==> src/rtl/serial_add_sequencer.sv <==
// Bit-serial add/subtract: one full-add cell stepped LSB first over WIDTH bits.
// Start/busy/done handshake; registered result and N/Z/C/V flags.
module serial_add_sequencer #(
    parameter int WIDTH = 64
) (
    input  logic             clk,
    input  logic             reset,
    input  logic             start,
    input  logic             sub,
    input  logic [WIDTH-1:0] A,
    input  logic [WIDTH-1:0] B,
    output logic             busy,
    output logic             done,
    output logic [WIDTH-1:0] result,
    output logic             negative,
    output logic             zero,
    output logic             carry_out,
    output logic             overflow
);
    localparam int CNT_W = $clog2(WIDTH) + 1;

    typedef enum logic [1:0] {
        IDLE = 2'd0,
        RUN  = 2'd1,
        DONE = 2'd2
    } state_t;

    state_t           state_q, state_d;
    logic [WIDTH-1:0] opa_q, opa_d;
    logic [WIDTH-1:0] opb_q, opb_d;
    logic [WIDTH-1:0] sh_q, sh_d;
    logic [WIDTH-1:0] res_q, res_d;
    logic [CNT_W-1:0] cnt_q, cnt_d;
    logic             carry_q, carry_d;
    logic             n_q, n_d;
    logic             z_q, z_d;
    logic             c_q, c_d;
    logic             v_q, v_d;

    logic             h1, g1, g2, bit_s, bit_c, last;
    logic [WIDTH-1:0] sh_next;

    // Full adder built from two half-add stages plus an OR for carry
    assign h1      = opa_q[0] ^ opb_q[0];
    assign g1      = opa_q[0] & opb_q[0];
    assign bit_s   = h1 ^ carry_q;
    assign g2      = h1 & carry_q;
    assign bit_c   = g1 | g2;
    assign sh_next = {bit_s, sh_q[WIDTH-1:1]};
    assign last    = (cnt_q == CNT_W'(WIDTH - 1));

    always_comb begin
        state_d = state_q;
        opa_d   = opa_q;
        opb_d   = opb_q;
        sh_d    = sh_q;
        res_d   = res_q;
        cnt_d   = cnt_q;
        carry_d = carry_q;
        n_d     = n_q;
        z_d     = z_q;
        c_d     = c_q;
        v_d     = v_q;
        unique case (state_q)
            RUN: begin
                opa_d   = {1'b0, opa_q[WIDTH-1:1]};
                opb_d   = {1'b0, opb_q[WIDTH-1:1]};
                sh_d    = sh_next;
                carry_d = bit_c;
                cnt_d   = cnt_q + CNT_W'(1);
                if (last) begin
                    // carry_q here is the carry into the MSB
                    state_d = DONE;
                    res_d   = sh_next;
                    n_d     = sh_next[WIDTH-1];
                    z_d     = (sh_next == '0);
                    c_d     = bit_c;
                    v_d     = carry_q ^ bit_c;
                end
            end
            default: begin
                state_d = IDLE;
                if (start) begin
                    state_d = RUN;
                    opa_d   = A;
                    opb_d   = sub ? ~B : B;
                    carry_d = sub;
                    cnt_d   = '0;
                    sh_d    = '0;
                end
            end
        endcase
    end

    always_ff @(posedge clk or posedge reset) begin
        if (reset) begin
            state_q <= IDLE;
            opa_q   <= '0;
            opb_q   <= '0;
            sh_q    <= '0;
            res_q   <= '0;
            cnt_q   <= '0;
            carry_q <= 1'b0;
            n_q     <= 1'b0;
            z_q     <= 1'b0;
            c_q     <= 1'b0;
            v_q     <= 1'b0;
        end else begin
            state_q <= state_d;
            opa_q   <= opa_d;
            opb_q   <= opb_d;
            sh_q    <= sh_d;
            res_q   <= res_d;
            cnt_q   <= cnt_d;
            carry_q <= carry_d;
            n_q     <= n_d;
            z_q     <= z_d;
            c_q     <= c_d;
            v_q     <= v_d;
        end
    end

    assign busy      = (state_q == RUN);
    assign done      = (state_q == DONE);
    assign result    = res_q;
    assign negative  = n_q;
    assign zero      = z_q;
    assign carry_out = c_q;
    assign overflow  = v_q;
endmodule
==> config.mk <==
export PLATFORM = sky130hd
export DESIGN_NAME = serial_add_sequencer
export DESIGN_NICKNAME = d
export VERILOG_FILES = /design/src/rtl/serial_add_sequencer.sv
export SDC_FILE = /design/constraint.sdc
export NUM_CORES = 1
export LEC_CHECK = 0
export CORE_UTILIZATION = 35
export CTS_BUF_LIST = sky130_fd_sc_hd__clkbuf_16
export DETAILED_ROUTE_END_ITERATION = 6
export GPL_TIMING_DRIVEN = 0
export HOLD_SLACK_MARGIN = 0.03
export PLACE_DENSITY_LB_ADDON = 0.12
export SLEW_MARGIN = 0
export SYNTH_ARGS = -nofsm -noshare
export SYNTH_HDL_FRONTEND = slang
export SYNTH_SLANG_ARGS = --single-unit
==> constraint.sdc <==
create_clock -name clk -period 10.4 [get_ports clk]
set_input_delay 2.08 -clock clk [delete_from_list [all_inputs] [get_ports clk]]
set_output_delay 2.08 -clock clk [all_outputs]
set_load 0.01 [all_outputs]
==> impl_metrics.tcl <==
set metrics [dict create \
    grt_max_degree 114 \
    hold_class "reg2reg" \
    synth-edff-count 0 \
    ys_ff_latch 268 \
    setup_viol 0 \
    yosys.area.top_type "dfrtp_1" \
    grt_pass1_wl_mm 49.6 \
    synth_area_um2 12100 \
    num_io_pins 202 \
    synthMostInstantiatedCell "nand2_1" \
    min-delay-start "opa_q[44]" \
    crit_fanout 10 \
    cts_hold_buf 0 \
    switchingPower_mw 1.15 \
    core_um2 33700 \
    grt_pass1_vias 9308 \
    cp_common_cell "buf_2" \
    crit_path_start_kind "flop" \
    pwr-share-seq_pct 47.7 \
    cts_tree "yes" \
    detail-route-antenna-nets 0 \
    critPathLaunch "state_q[1]" \
    multi_input_area_um2 4950 \
    post_dp_cell_area_um2 14700 \
    cts.repair.resized 0 \
    syn_inst 1182 \
    finalNetCount 1549 \
    arrival_ns 2.88 \
    relSlewSlack_pct 40.4 \
    final_util_pct 46.4 \
    die-area_um2 35200 \
    cpPeakStageDelay_ns 0.63 \
    max_freq_mhz 202 \
    finalCriticalPeriod_ns 4.96 \
    gp_congestion 0.750 \
    ctsRootBufferMaster "clkbuf_16" \
    drtIter0Drc 417 \
    grt_overflow_total 0 \
    antenna_found_initial 3 \
    fillers 3262 \
    port_buffers 199 \
    cts_htree_levels 1 \
    period_share_pct 47.7 \
    die_x_um 188 \
    areaGrowthSynthToFinish_pct 29.5 \
    r2r_cells 8 \
    yosys.area.top_type_share_pct 55.5 \
    clkPwrFrac_pct 27.6 \
    vias 9070 \
    drv_cap 0 \
    synthTopCellsByCount "nand2_1, dfrtp_1, o21ai_0, nand3b_1, mux2i_1" \
    fp-row-count 67 \
    insertion_delay_ns 0.54 \
    rsz0062_at_grt "false" \
    max_slew.worst_pin.slew_ns 0.887 \
    power_density_nw_per_um2 235 \
    internal-power_mw 2.52 \
    cts-buffers-inserted 30 \
    routed_via_density 4.80 \
    finalClockSkew_ns 0.00628 \
    dp_hpwl_mm 20.7 \
    clk_pin_slew_ns 0.06 \
    drc_errors 0 \
    synth_nets 1316 \
    seqCellArea_um2 6710 \
    dr.pass1.iters 4 \
    worst_setup_path_end_kind "primary output" \
    numClockSinks 268 \
    synth_cell_types 28 \
    post_route_cells_drive_above_1_share_pct 10.7 \
    die_h_um 188 \
    synthFlopType "dfrtp_1" \
    fin_area_um2 15600 \
    async_flop_share_pct 100 \
    critPathKind "reg2out" \
    critical_path.slowest_cell "clkdlybuf4s50_1" \
    ys.warnings.count 0 \
    slew_violations 0 \
    start_util_pct 35.8 \
    r2r-start "state_q[1]" \
    switching_share_pct 31.4 \
    clockBufferDepth 3 \
    max-vdd-ir-drop_uv 135 \
    leakage_nw 7.12 \
    power_frac_comb_pct 24.7 \
    finalHoldViolCount 0 \
    post-cts-setup-buffers 0 \
    avgSynthCellArea_um2 10.2 \
    status "completed" \
    ys_seq_area_share_pct 55.5 \
    hold_depth 2 \
    netlist_top_cells_area "dfrtp_1, nand2_1, o21ai_0" \
    drt-total-wl_mm 29.8 \
    grt_usage_pct 17.3 \
    path_cells "nand2b_1, buf_4, inv_4, buf_2, buf_2, buf_2, clkdlybuf4s50_1" \
    worstPathRequired_ns 8.32 \
    drt-wirelength-per-cell_um 15.8 \
]
flip-flops by register name, indices dropped and copies added (netlist names):
name / count
carry_out: 1
opb_q: 64
opa_q: 64
overflow: 1
cnt_q: 7
state_q: 2
zero: 1
result: 64
sh_q: 63
carry_q: 1
stage by stage:
step                      cells  power [mW]  hold WS, ns  setup WS, ns  setup TNS [ns]
after floorplan            1182        2.22        0.445         0.938               0
after global placement     1829        2.67        0.452         -3.02         -801.65
after detailed placement   1831        2.69        0.463          5.92               0
after CTS                  1887        3.73        0.476          5.31               0
after global routing       1888        3.94        0.494          5.21               0
final                      1888        3.67        0.471          5.44               0
layer usage:
metal | global-route usage, % | routed length [µm] | vias up
li1 | - | - | 4442
met1 | 25.1 | 14600 | 4404
met2 | 26.7 | 13100 | 181
met3 | 3.05 | 1480 | 39
met4 | 3.88 | 584 | 4
met5 | 0 | 27 | -
cell usage in the layout (no fill, tap or decap):
cell	synthesis	routed
a211oi_1	1	1
and3_1	2	2
buf_1	2	2
buf_16	0	2
buf_2	35	35
buf_4	7	7
buf_6	2	2
bufinv_16	0	2
clkbuf_1	41	41
clkbuf_16	0	31
clkdlybuf4s50_1	0	199
clkinv_1	0	6
clkinv_2	0	13
dfrtp_1	268	268
diode_2	0	1
fa_1	1	1
ha_1	1	1
inv_1	1	3
inv_4	1	1
inv_6	0	1
inv_8	0	1
mux2_1	10	10
mux2_2	57	57
mux2i_1	65	65
nand2_1	322	322
nand2_2	1	1
nand2b_1	1	1
nand3_1	2	2
nand3b_1	66	66
nand4_1	4	4
nor2_1	7	7
nor2b_1	1	1
nor3_4	1	1
nor4_1	17	17
o21ai_0	199	199
xnor2_1	64	64
xor2_1	3	3
power groups by stage:
stage                     Combinational, mW  Sequential (mW)  Clock (mW)
after detailed placement              0.924             1.77           0
after floorplan                       0.500             1.72           0
final                                 0.908             1.75        1.02
after global placement                0.901             1.77           0
after CTS                             0.928             1.75        1.05
after global routing                   1.04             1.81        1.09
layout make-up:
cell class | instances | area share [%]
inverter | 2 | 0.112
buffer | 87 | 2.63
multi-input combinational | 825 | 31.6
clock inverter | 25 | 1.07
timing repair buffer | 201 | 13.1
sequential | 268 | 42.9
antenna | 1 | 0.0160
clock buffer | 31 | 4.96
tap | 448 | 3.58
worst max-delay path, delay by kind of cell (launching register included):
family / cells / cell delay [ns]
buffers and inverters: 6 / 1.82
AND/OR/NAND/NOR: 1 / 0.14
flip-flops: 1 / 0.37
cells by family (layout without fill, tap and decap cells):
group           Yosys count  count (layout)  synth area share [%]
simple gates            424             424                  15.9
fa+ha+maj                 2               2                 0.269
buf+inv                  89             346                  3.49
flops                   268             268                  55.5
compound gates          200             200                  8.31
other cells               0               1                     0
mux                     132             132                  11.6
xor+xnor                 67              67                  4.86
worst paths after layout:
| path | to | slack, ns |
|---|---|---|
| max | busy | 5.44 |
| min | opa_q[43] | 0.47 |
| max reg2reg | result[12] | 8.15 |
| min reg2reg | opa_q[43] | 0.47 |
| max in group asynchronous | opb_q[30] | 7.37 |
| min in group asynchronous | opa_q[17] | 2.12 |
No activity file was read; power rests on OpenSTA's default activity.
